===== config.mk =====
export PLATFORM = sky130hd
export DESIGN_NAME = freq_discriminator_flat
export DESIGN_NICKNAME = d
export VERILOG_FILES = /design/src/rtl/freq_discriminator_if.sv /design/src/rtl/freq_discriminator.sv /design/src/flat_wrapper.sv
export SDC_FILE = /design/constraint.sdc
export NUM_CORES = 1
export LEC_CHECK = 0
export CAP_MARGIN = 20
export CORE_ASPECT_RATIO = 2
export CORE_MARGIN = 4
export CORE_UTILIZATION = 50
export DETAILED_ROUTE_END_ITERATION = 12
export HOLD_SLACK_MARGIN = 0.03
export PLACE_DENSITY_LB_ADDON = 0.2
export SYNTH_ARGS = -nofsm -noshare
export SYNTH_HDL_FRONTEND = slang
export SYNTH_SLANG_ARGS = --single-unit

===== constraint.sdc =====
create_clock -name M100CLK -period 16.3 [get_ports M100CLK]
set_input_delay 4.075 -clock M100CLK [delete_from_list [all_inputs] [get_ports M100CLK]]
set_output_delay 4.075 -clock M100CLK [all_outputs]
set_load 0.02 [all_outputs]

===== src/rtl/freq_discriminator_if.sv =====
// Sample/result bundle for freq_discriminator.
// mag_out is present only when FREQ_DISC_MAG_OUT_EN is defined.
interface freq_discriminator_if;
    logic               in_valid;
    logic               in_ready;
    logic signed [16:0] i_in;
    logic signed [16:0] q_in;
    logic        [31:0] phase_out;
    logic               phase_strobe;
    logic        [31:0] freq_out;
    logic               freq_valid;
`ifdef FREQ_DISC_MAG_OUT_EN
    logic        [19:0] mag_out;

    modport master (output in_valid, i_in, q_in,
                    input  in_ready, phase_out, phase_strobe, freq_out, freq_valid, mag_out);
    modport slave  (input  in_valid, i_in, q_in,
                    output in_ready, phase_out, phase_strobe, freq_out, freq_valid, mag_out);
`else
    modport master (output in_valid, i_in, q_in,
                    input  in_ready, phase_out, phase_strobe, freq_out, freq_valid);
    modport slave  (input  in_valid, i_in, q_in,
                    output in_ready, phase_out, phase_strobe, freq_out, freq_valid);
`endif
endinterface


===== src/rtl/freq_discriminator.sv =====
// I/Q -> phase (iterative CORDIC vectoring) -> phase difference -> optional block average.
// Define FREQ_DISC_MAG_OUT_EN to add mag_out and gate low-magnitude samples out of the differencer.
//
// state   | meaning
// IDLE    | ready; sample accepted on in_valid
// PREROT  | fold left half-plane onto the right, seed z
// ITERATE | ITER micro-rotations driving y to zero
// DONE    | publish phase, run differencer/averager
module freq_discriminator #(
    parameter int ITER     = 16,
    parameter int AVG_LOG2 = 0
) (
    input  logic M100CLK,
    input  logic reset,
    freq_discriminator_if.slave bus
);
    localparam int SUM_W = 32 + AVG_LOG2;
    localparam int CNT_W = (AVG_LOG2 > 0) ? AVG_LOG2 : 1;
    localparam logic [CNT_W-1:0] CNT_LAST = CNT_W'((1 << AVG_LOG2) - 1);

    typedef enum logic [1:0] {IDLE, PREROT, ITERATE, DONE} state_t;

    state_t state, state_nxt;

    logic signed [19:0] x, y;
    logic        [31:0] z;
    logic        [4:0]  iter_cnt;
    logic               zero_in;
    logic        [31:0] phase_r, freq_r, prev_phase;
    logic               phase_stb_r, freq_vld_r, primed;
    logic signed [SUM_W-1:0] avg_sum;
    logic        [CNT_W-1:0] avg_cnt;

    logic               in_ready_c, accept, load, step, done;
    logic        [4:0]  shift_idx;
    logic signed [19:0] x_sh, y_sh;
    logic        [31:0] z_fin;
    logic signed [31:0] d;
    logic signed [SUM_W-1:0] sum_nxt;
    logic        [31:0] avg_q;
    logic               sample_ok;

    function automatic logic [31:0] atan_lut(input logic [4:0] i);
        case (i)
            5'd0:    atan_lut = 32'h2000_0000;
            5'd1:    atan_lut = 32'h12E4_051E;
            5'd2:    atan_lut = 32'h09FB_385B;
            5'd3:    atan_lut = 32'h0511_11D4;
            5'd4:    atan_lut = 32'h028B_0D43;
            5'd5:    atan_lut = 32'h0145_D7E1;
            5'd6:    atan_lut = 32'h00A2_F61E;
            5'd7:    atan_lut = 32'h0051_7C55;
            5'd8:    atan_lut = 32'h0028_BE53;
            5'd9:    atan_lut = 32'h0014_5F2F;
            5'd10:   atan_lut = 32'h000A_2F98;
            5'd11:   atan_lut = 32'h0005_17CC;
            5'd12:   atan_lut = 32'h0002_8BE6;
            5'd13:   atan_lut = 32'h0001_45F3;
            5'd14:   atan_lut = 32'h0000_A2FA;
            5'd15:   atan_lut = 32'h0000_517D;
            5'd16:   atan_lut = 32'h0000_28BE;
            5'd17:   atan_lut = 32'h0000_145F;
            5'd18:   atan_lut = 32'h0000_0A30;
            5'd19:   atan_lut = 32'h0000_0518;
            default: atan_lut = 32'h0000_0000;
        endcase
    endfunction

    always_ff @(posedge M100CLK) begin
        if (!reset) state <= IDLE;
        else        state <= state_nxt;
    end

    always_comb begin
        state_nxt = state;
        case (state)
            IDLE:    if (bus.in_valid) state_nxt = PREROT;
            PREROT:  state_nxt = ITERATE;
            ITERATE: if (iter_cnt == 5'd0) state_nxt = DONE;
            DONE:    state_nxt = IDLE;
            default: state_nxt = IDLE;
        endcase
    end

    always_comb begin
        in_ready_c = 1'b0;
        load       = 1'b0;
        step       = 1'b0;
        done       = 1'b0;
        case (state)
            IDLE:    in_ready_c = 1'b1;
            PREROT:  load       = 1'b1;
            ITERATE: step       = 1'b1;
            DONE:    done       = 1'b1;
            default: ;
        endcase
        accept = in_ready_c & bus.in_valid;
    end

    // iter_cnt counts down, so the shift index is recovered from it
    assign shift_idx = 5'(ITER - 1) - iter_cnt;
    assign x_sh      = x >>> shift_idx;
    assign y_sh      = y >>> shift_idx;

    // CORDIC wanders off zero for a (0,0) input, so force that case
    assign z_fin   = zero_in ? 32'h0 : z;
    assign d       = signed'(z_fin - prev_phase);
    assign sum_nxt = avg_sum + SUM_W'(d);
    assign avg_q   = 32'(sum_nxt >>> AVG_LOG2);

`ifdef FREQ_DISC_MAG_OUT_EN
    assign sample_ok = ($unsigned(x) >= 20'd16);
`else
    assign sample_ok = 1'b1;
`endif

    always_ff @(posedge M100CLK) begin
        if (!reset) begin
            x           <= '0;
            y           <= '0;
            z           <= '0;
            iter_cnt    <= '0;
            zero_in     <= 1'b0;
            phase_r     <= '0;
            freq_r      <= '0;
            prev_phase  <= '0;
            phase_stb_r <= 1'b0;
            freq_vld_r  <= 1'b0;
            primed      <= 1'b0;
            avg_sum     <= '0;
            avg_cnt     <= '0;
        end else begin
            phase_stb_r <= 1'b0;
            freq_vld_r  <= 1'b0;
            if (accept) begin
                x       <= 20'(bus.i_in);
                y       <= 20'(bus.q_in);
                zero_in <= (bus.i_in == 17'sd0) && (bus.q_in == 17'sd0);
            end
            if (load) begin
                iter_cnt <= 5'(ITER - 1);
                if (x[19]) begin
                    x <= -x;
                    y <= -y;
                    z <= 32'h8000_0000;
                end else begin
                    z <= 32'h0;
                end
            end
            if (step) begin
                iter_cnt <= iter_cnt - 5'd1;
                if (!y[19]) begin
                    x <= x + y_sh;
                    y <= y - x_sh;
                    z <= z + atan_lut(shift_idx);
                end else begin
                    x <= x - y_sh;
                    y <= y + x_sh;
                    z <= z - atan_lut(shift_idx);
                end
            end
            if (done) begin
                phase_r     <= z_fin;
                phase_stb_r <= 1'b1;
                if (sample_ok) begin
                    prev_phase <= z_fin;
                    if (!primed) begin
                        primed <= 1'b1;
                    end else if (avg_cnt == CNT_LAST) begin
                        freq_r     <= avg_q;
                        freq_vld_r <= 1'b1;
                        avg_sum    <= '0;
                        avg_cnt    <= '0;
                    end else begin
                        avg_sum <= sum_nxt;
                        avg_cnt <= avg_cnt + CNT_W'(1);
                    end
                end
            end
        end
    end

`ifdef FREQ_DISC_MAG_OUT_EN
    logic [19:0] mag_r;

    always_ff @(posedge M100CLK) begin
        if (!reset)    mag_r <= '0;
        else if (done) mag_r <= $unsigned(x);
    end

    assign bus.mag_out = mag_r;
`endif

    assign bus.in_ready     = in_ready_c;
    assign bus.phase_out    = phase_r;
    assign bus.phase_strobe = phase_stb_r;
    assign bus.freq_out     = freq_r;
    assign bus.freq_valid   = freq_vld_r;
endmodule


===== src/flat_wrapper.sv =====
// flat-port wrapper written by rule: the top's interface ports become plain ports
module freq_discriminator_flat 
#(
    parameter int ITER     = 16,
    parameter int AVG_LOG2 = 0
)
  (M100CLK, reset, bus_in_valid, bus_i_in, bus_q_in, bus_in_ready, bus_phase_out, bus_phase_strobe, bus_freq_out, bus_freq_valid);
  freq_discriminator_if bus_i ();
  input  logic M100CLK;
  input  logic reset;
  input wire logic [$bits(bus_i.in_valid)-1:0] bus_in_valid;
  input wire logic [$bits(bus_i.i_in)-1:0] bus_i_in;
  input wire logic [$bits(bus_i.q_in)-1:0] bus_q_in;
  output wire logic [$bits(bus_i.in_ready)-1:0] bus_in_ready;
  output wire logic [$bits(bus_i.phase_out)-1:0] bus_phase_out;
  output wire logic [$bits(bus_i.phase_strobe)-1:0] bus_phase_strobe;
  output wire logic [$bits(bus_i.freq_out)-1:0] bus_freq_out;
  output wire logic [$bits(bus_i.freq_valid)-1:0] bus_freq_valid;
  assign bus_i.in_valid = bus_in_valid;
  assign bus_i.i_in = bus_i_in;
  assign bus_i.q_in = bus_q_in;
  assign bus_in_ready = bus_i.in_ready;
  assign bus_phase_out = bus_i.phase_out;
  assign bus_phase_strobe = bus_i.phase_strobe;
  assign bus_freq_out = bus_i.freq_out;
  assign bus_freq_valid = bus_i.freq_valid;
  freq_discriminator #(.ITER(ITER), .AVG_LOG2(AVG_LOG2)) u_core (.M100CLK(M100CLK), .reset(reset), .bus(bus_i));
endmodule

; ---- Yosys cells after proc, flatten, opt, wreduce, memory -nomap -nowiden
; Memories as Yosys holds them, arrays and structs flattened.
; Cells that the tools add are included.
[word_totals]
reg_bits = 180
n_memories = 2
inputBits = 37
romBits = 1920
out_inout_bits = 67
word_cells = 81
[op_classes]
addsub = 13
eq_ne = 5
reduce_logical = 10
n_bitwise = 2
muxes = 34
n_shift = 2
[memory_table]
columns = memory, depth, width, read_ports, rd_ports_with_merged_regs, wr, line_no
row1 = (no name shown), 32, 30, 1, 0, 0, freq_discriminator.sv:44  ; case (i)
row2 = (no name shown), 32, 30, 1, 0, 0, freq_discriminator.sv:44
[ops]
columns = cell, n
row1 = $mux 32, 12
row2 = $mux 20, 10
row3 = $add 32x32->32, 2
row4 = $sub 32x32->32, 2
row5 = $add 20x20->20, 2
row6 = $neg 20->20, 2
row7 = $sshr 20x5->20, 2
row8 = $sub 20x20->20, 2
row9 = $logic_not 17->1, 2
row10 = $mux 5, 2
row11 = $pmux 2 s4, 1
row12 = $mux 1, 7
row13 = $reduce_and 3->1, 2
row14 = $logic_not 5->1, 1
row15 = $sub 4x5->5 const A, 1
row16 = $sub 5x1->5 const B, 1
row17 = $eq 2x2->1 const B, 2
row18 = $mux 2, 2
row19 = $reduce_and 2->1, 2
row20 = $eq 2x1->1 const B, 1
row21 = $logic_not 2->1, 1
row22 = $ne 2x1->1 const B, 1
row23 = $ne 2x2->1 const B, 1
row24 = $reduce_bool 2->1, 1
row25 = other kinds (4), 4

; ---- Depth between registers and ports, before layout
; An unclocked memory read counts as a cell.
[logic_depth]
depth_word = 8
depth_mapped = 27
depth_no_buf = 24

; ---- Worst setup path after synthesis
; Ideal clock, no wire load.
[synth_timing]
kind = flip-flop to flip-flop
from = register u_core.iter_cnt[0]
to = register u_core.z[31]
setup_time_ns = 0.074
arrival_time_ns = 5.422
required_ns = 16.226
slack_ns = 10.804
stages_incl_launch_ff = 27
n_path_buf = 2
period_less_slack_ns = 5.496
path_cell_list = dfxtp_1 > clkinv_1 > buf_1 > ha_1 > mux2_2 > a21oi_1 > o32a_1 > ha_1 > o2111ai_1 > nor2_1 > and3_1 > nand2_1 > nor3_1 > or2_2 > buf_2 > xnor2_1 > ha_1 > a21o_1 > a21oi_1 > nor2b_1 > nor4_1 > o21ai_0 > or2_1 > a311oi_1 > o21ai_0 > or3_1 > a31oi_1
[synth_via]
elab_chain_cells = 8
elab_cells_between_ends = 13
classes_between = add/sub: 3 / mux: 8 / memory: 2
[synth_rtl]
columns = item, line_no
row1 = start: declaration, freq_discriminator.sv:27  ; logic [4:0] iter_cnt;
row2 = start signal: assignment, freq_discriminator.sv:141  ; iter_cnt <= 5'(ITER - 1);
row3 = start signal: assignment, freq_discriminator.sv:151  ; iter_cnt <= iter_cnt - 5'd1;
row4 = $sub 4x5->5 (*), freq_discriminator.sv:101  ; assign shift_idx = 5'(ITER - 1) - iter_cnt;
row5 = $mem_v2 32x30, -
row6 = $mux 32, freq_discriminator.sv:152  ; if (!y[19]) begin
row7 = $mux 32, freq_discriminator.sv:150  ; if (step) begin
row8 = $mux 32, freq_discriminator.sv:118  ; if (!reset) begin
row9 = $add 32x32->32 / $sub 32x32->32 (equally long branches), "freq_discriminator.sv:155, freq_discriminator.sv:159"
row10 = $mux 32 (*), freq_discriminator.sv:152
row11 = $mux 32 (*), freq_discriminator.sv:150
row12 = end signal: assignment, freq_discriminator.sv:155  ; z <= z + atan_lut(shift_idx);
row13 = end signal: assignment, freq_discriminator.sv:159  ; z <= z - atan_lut(shift_idx);
row14 = end: declaration, freq_discriminator.sv:26  ; logic [31:0] z;
; Every way passes the cells marked *; elsewhere a longest branch is shown, timed or not. The select of a mux whose other input is x is not followed.
; A chain may end at the register's enable or synchronous reset.

; ---- Worst setup path after layout
; Same ends and word-level chain as after synthesis.

==> results.json <==
{
  "synth_async_sr_flop_share": 0,
  "cts_hold_buffers": 0,
  "area_growth_pct": 11.03,
  "leakage_nw": 7.119,
  "drc": 0,
  "cp_data_required_time_ns": 16.67,
  "clk_pin_slew_ns": 0.07,
  "synth_edf_count": 0,
  "endpoint_kind": "register",
  "drtAntennaViolNets": 0,
  "synth_top_family_by_area": "compound AO/OA/AOI/OAI gates",
  "synth.net_count": 2316,
  "min_path_cells": 2,
  "grt_overflow": 0,
  "fin_tns_setup_ns": 0,
  "hold_ws_ns": 0.4487,
  "postSynthAreaPerCell_um2": 7.588,
  "ir_drop_v": 0.0001524,
  "yosys_warnings": 0,
  "synth_xor_area_frac": 0.06847,
  "antenna-diode-count": 0,
  "fp.dieH_um": 261.9,
  "ys_seq_area_frac": 0.1826,
  "ys_ff_latch": 147,
  "power_density_nw_per_um2": 247.4,
  "cts_made_buffers": 17,
  "detail_route.first_pass.iterations": 6,
  "grtUsageMet3": 0.05211,
  "worstMarginPinSlew_ns": 1.102,
  "synthCells": 2124,
  "tritoncts": "done",
  "critPathMaxFanout": 34,
  "clock_latency_ns": 0.47,
  "cts_setup_buffers": 0,
  "fmax_mhz": 137.5,
  "grt_util_met1": 0.2859,
  "rows": 92,
  "final_nets": 2329,
  "antenna_found_initial": 1,
  "grt_pass1_vias": 16820,
  "place_congestion": 1.006,
  "final_cell_count_no_fill": 2573,
  "postLayoutCoreUtil": 0.5653,
  "cts.repair.resized": 0,
  "cts_sinks": 147,
  "dieArea_um2": 35350,
  "num_vias": 16590,
  "grt_util_met2": 0.6166,
  "top_usage_layer": "met2",
  "final_common_cell": "nor2_1",
  "dp_hpwl_mm": 44.28,
  "rr_worst_depth": 20,
  "htreeDepth": 4,
  "drive_gt1_frac": 0.06419,
  "fin_skew_ns": 0.01766,
  "setup_viol": 0,
  "synthSimpleGateAreaFrac": 0.2098,
  "drtIter0Drc": 936,
  "cp-start-kind": "register",
  "core_um2": 31660,
  "synth_compound_area_frac": 0.2551,
  "rsz0062_at_grt": "false",
  "outcome": "completed",
  "synthAdderAreaFrac": 0.1222,
  "grt_max_degree": 70,
  "layout_min_cycle_time_ns": 7.275,
  "die_x_um": 135.0,
  "initial_core_util": 0.5092,
  "placement.cell_area_um2": 17310,
  "ys.flop_type": "dfxtp_1",
  "final_hold_viol_count": 0,
  "vias_per_cell": 6.449,
  "clock_path_buffers": 2,
  "syn_area_um2": 16120,
  "grt_pass1_wl_mm": 89.14,
  "synth_cell_type_count": 94,
  "place_inst": 2541,
  "crit_type": "register to register",
  "grt.total_usage": 0.3235,
  "drt-wirelength-per-cell_um": 22.41,
  "muxShareOfSynthArea": 0.1039,
  "root_buffer": "clkbuf_16",
  "slew_violations": 0,
  "layout_common_cells": "nor2_1 (225), a21oi_1 (184), nand2_1 (163)",
  "boundaryPins": 104,
  "routed_wl_mm": 57.67,
  "hp-class": "register to register",
  "final_area_um2": 17900,
  "post-route-period-util": 0.4463,
  "crit_arrival_ns": 7.65,
  "slew_headroom": 0.2626,
  "maxCapViolCount": 0,
  "numPortBuffers": 103
}
sequential cells by signal, summed over array words and instances (netlist names):
signal                   cells
u_core.bus.freq_out         32
u_core.bus.freq_valid        1
u_core.bus.phase_strobe      1
u_core.iter_cnt              5
u_core.prev_phase           32
u_core.primed                1
u_core.state                 2
u_core.x                    20
u_core.y                    20
u_core.z                    32
u_core.zero_in               1
where the power goes:
group | internal, mW | leakage, nW | switching, mW
Sequential | 0.416 | 1.20 | 0.161
Combinational | 1.41 | 5.64 | 2.03
Clock | 0.221 | 0.278 | 0.184
Total | 2.05 | 7.12 | 2.38
metrics by stage:
stage / power, mW / setup slack [ns]
finish: 4.428 / 9.025
global route: 4.774 / 8.589
CTS: 4.379 / 9.180
detailed placement: 3.949 / 9.224
global placement: 3.902 / 9.449
floorplan: 3.124 / 10.80
layout make-up:
cell class | instances | area, µm²
multi-input cells | 1745 | 12250
repair buffers | 130 | 1229
clock buffers | 20 | 456.7
clock inverters | 12 | 120.1
flip-flops and latches | 147 | 2949
fillers | 3104 | 13760
inverters | 96 | 361.6
well taps | 423 | 529.3
path summary, 6_finish.rpt:
path	start	endpoint	slack (ns)
hold reg to reg	u_core.bus.freq_out[10]$_SDFFE_PN0P_	u_core.bus.freq_out[10]$_SDFFE_PN0P_	0.45
setup / recovery	u_core.iter_cnt[0]$_SDFFE_PN0P_	u_core.z[31]$_SDFFE_PN0P_	9.03
setup reg to reg	u_core.iter_cnt[0]$_SDFFE_PN0P_	u_core.z[31]$_SDFFE_PN0P_	9.03
hold / removal	u_core.bus.freq_out[10]$_SDFFE_PN0P_	u_core.bus.freq_out[10]$_SDFFE_PN0P_	0.45
metal layers:
metal | routed length (µm) | part of all wire | up-vias
li1 | - | - | 7776
met1 | 18880 | 0.33 | 7892
met2 | 30620 | 0.53 | 642
met3 | 2523 | 0.044 | 281
met4 | 5627 | 0.098 | 2
met5 | 13 | 0.00023 | -
worst max-delay path, cell delays in order (launching register included):
cell	delay, ns
dfxtp_2	0.81
clkinv_1	0.82
ha_1	0.65
nand2_1	0.17
o21ai_0	0.10
o2bb2ai_1	0.22
a2111oi_0	0.66
and3_1	0.31
a21oi_1	0.15
xor2_1	0.19
ha_1	0.38
a21o_1	0.22
a211o_1	0.23
a221o_1	0.32
a21oi_1	0.33
a21oi_1	0.15
or2_1	0.28
a311oi_1	0.43
o21ai_0	0.21
or3_1	0.37
a31oi_1	0.19
cell families (layout without fill, tap and decap cells):
logic type      count (synthesis)  after routing
simple gates                  692            692
compound gates                652            652
buf+inv                       232            258
fa+ha+maj                     155            155
flops                         147            147
xor+xnor                      126            126
mux                           120            120
cells in the mapped netlist (41+ instances only):
library cell | n | share of area
clkbuf_1 | 89 | 0.021
a21o_1 | 41 | 0.019
nor2_1 | 225 | 0.052
xor2_1 | 51 | 0.028
mux2i_1 | 69 | 0.043
a21oi_1 | 184 | 0.057
ha_1 | 151 | 0.12
nand2_1 | 163 | 0.038
inv_1 | 92 | 0.021
dfxtp_1 | 147 | 0.18
a31oi_1 | 48 | 0.019
xnor2_1 | 75 | 0.041
o21ai_0 | 133 | 0.041
Power figures use the tool's default switching activity.
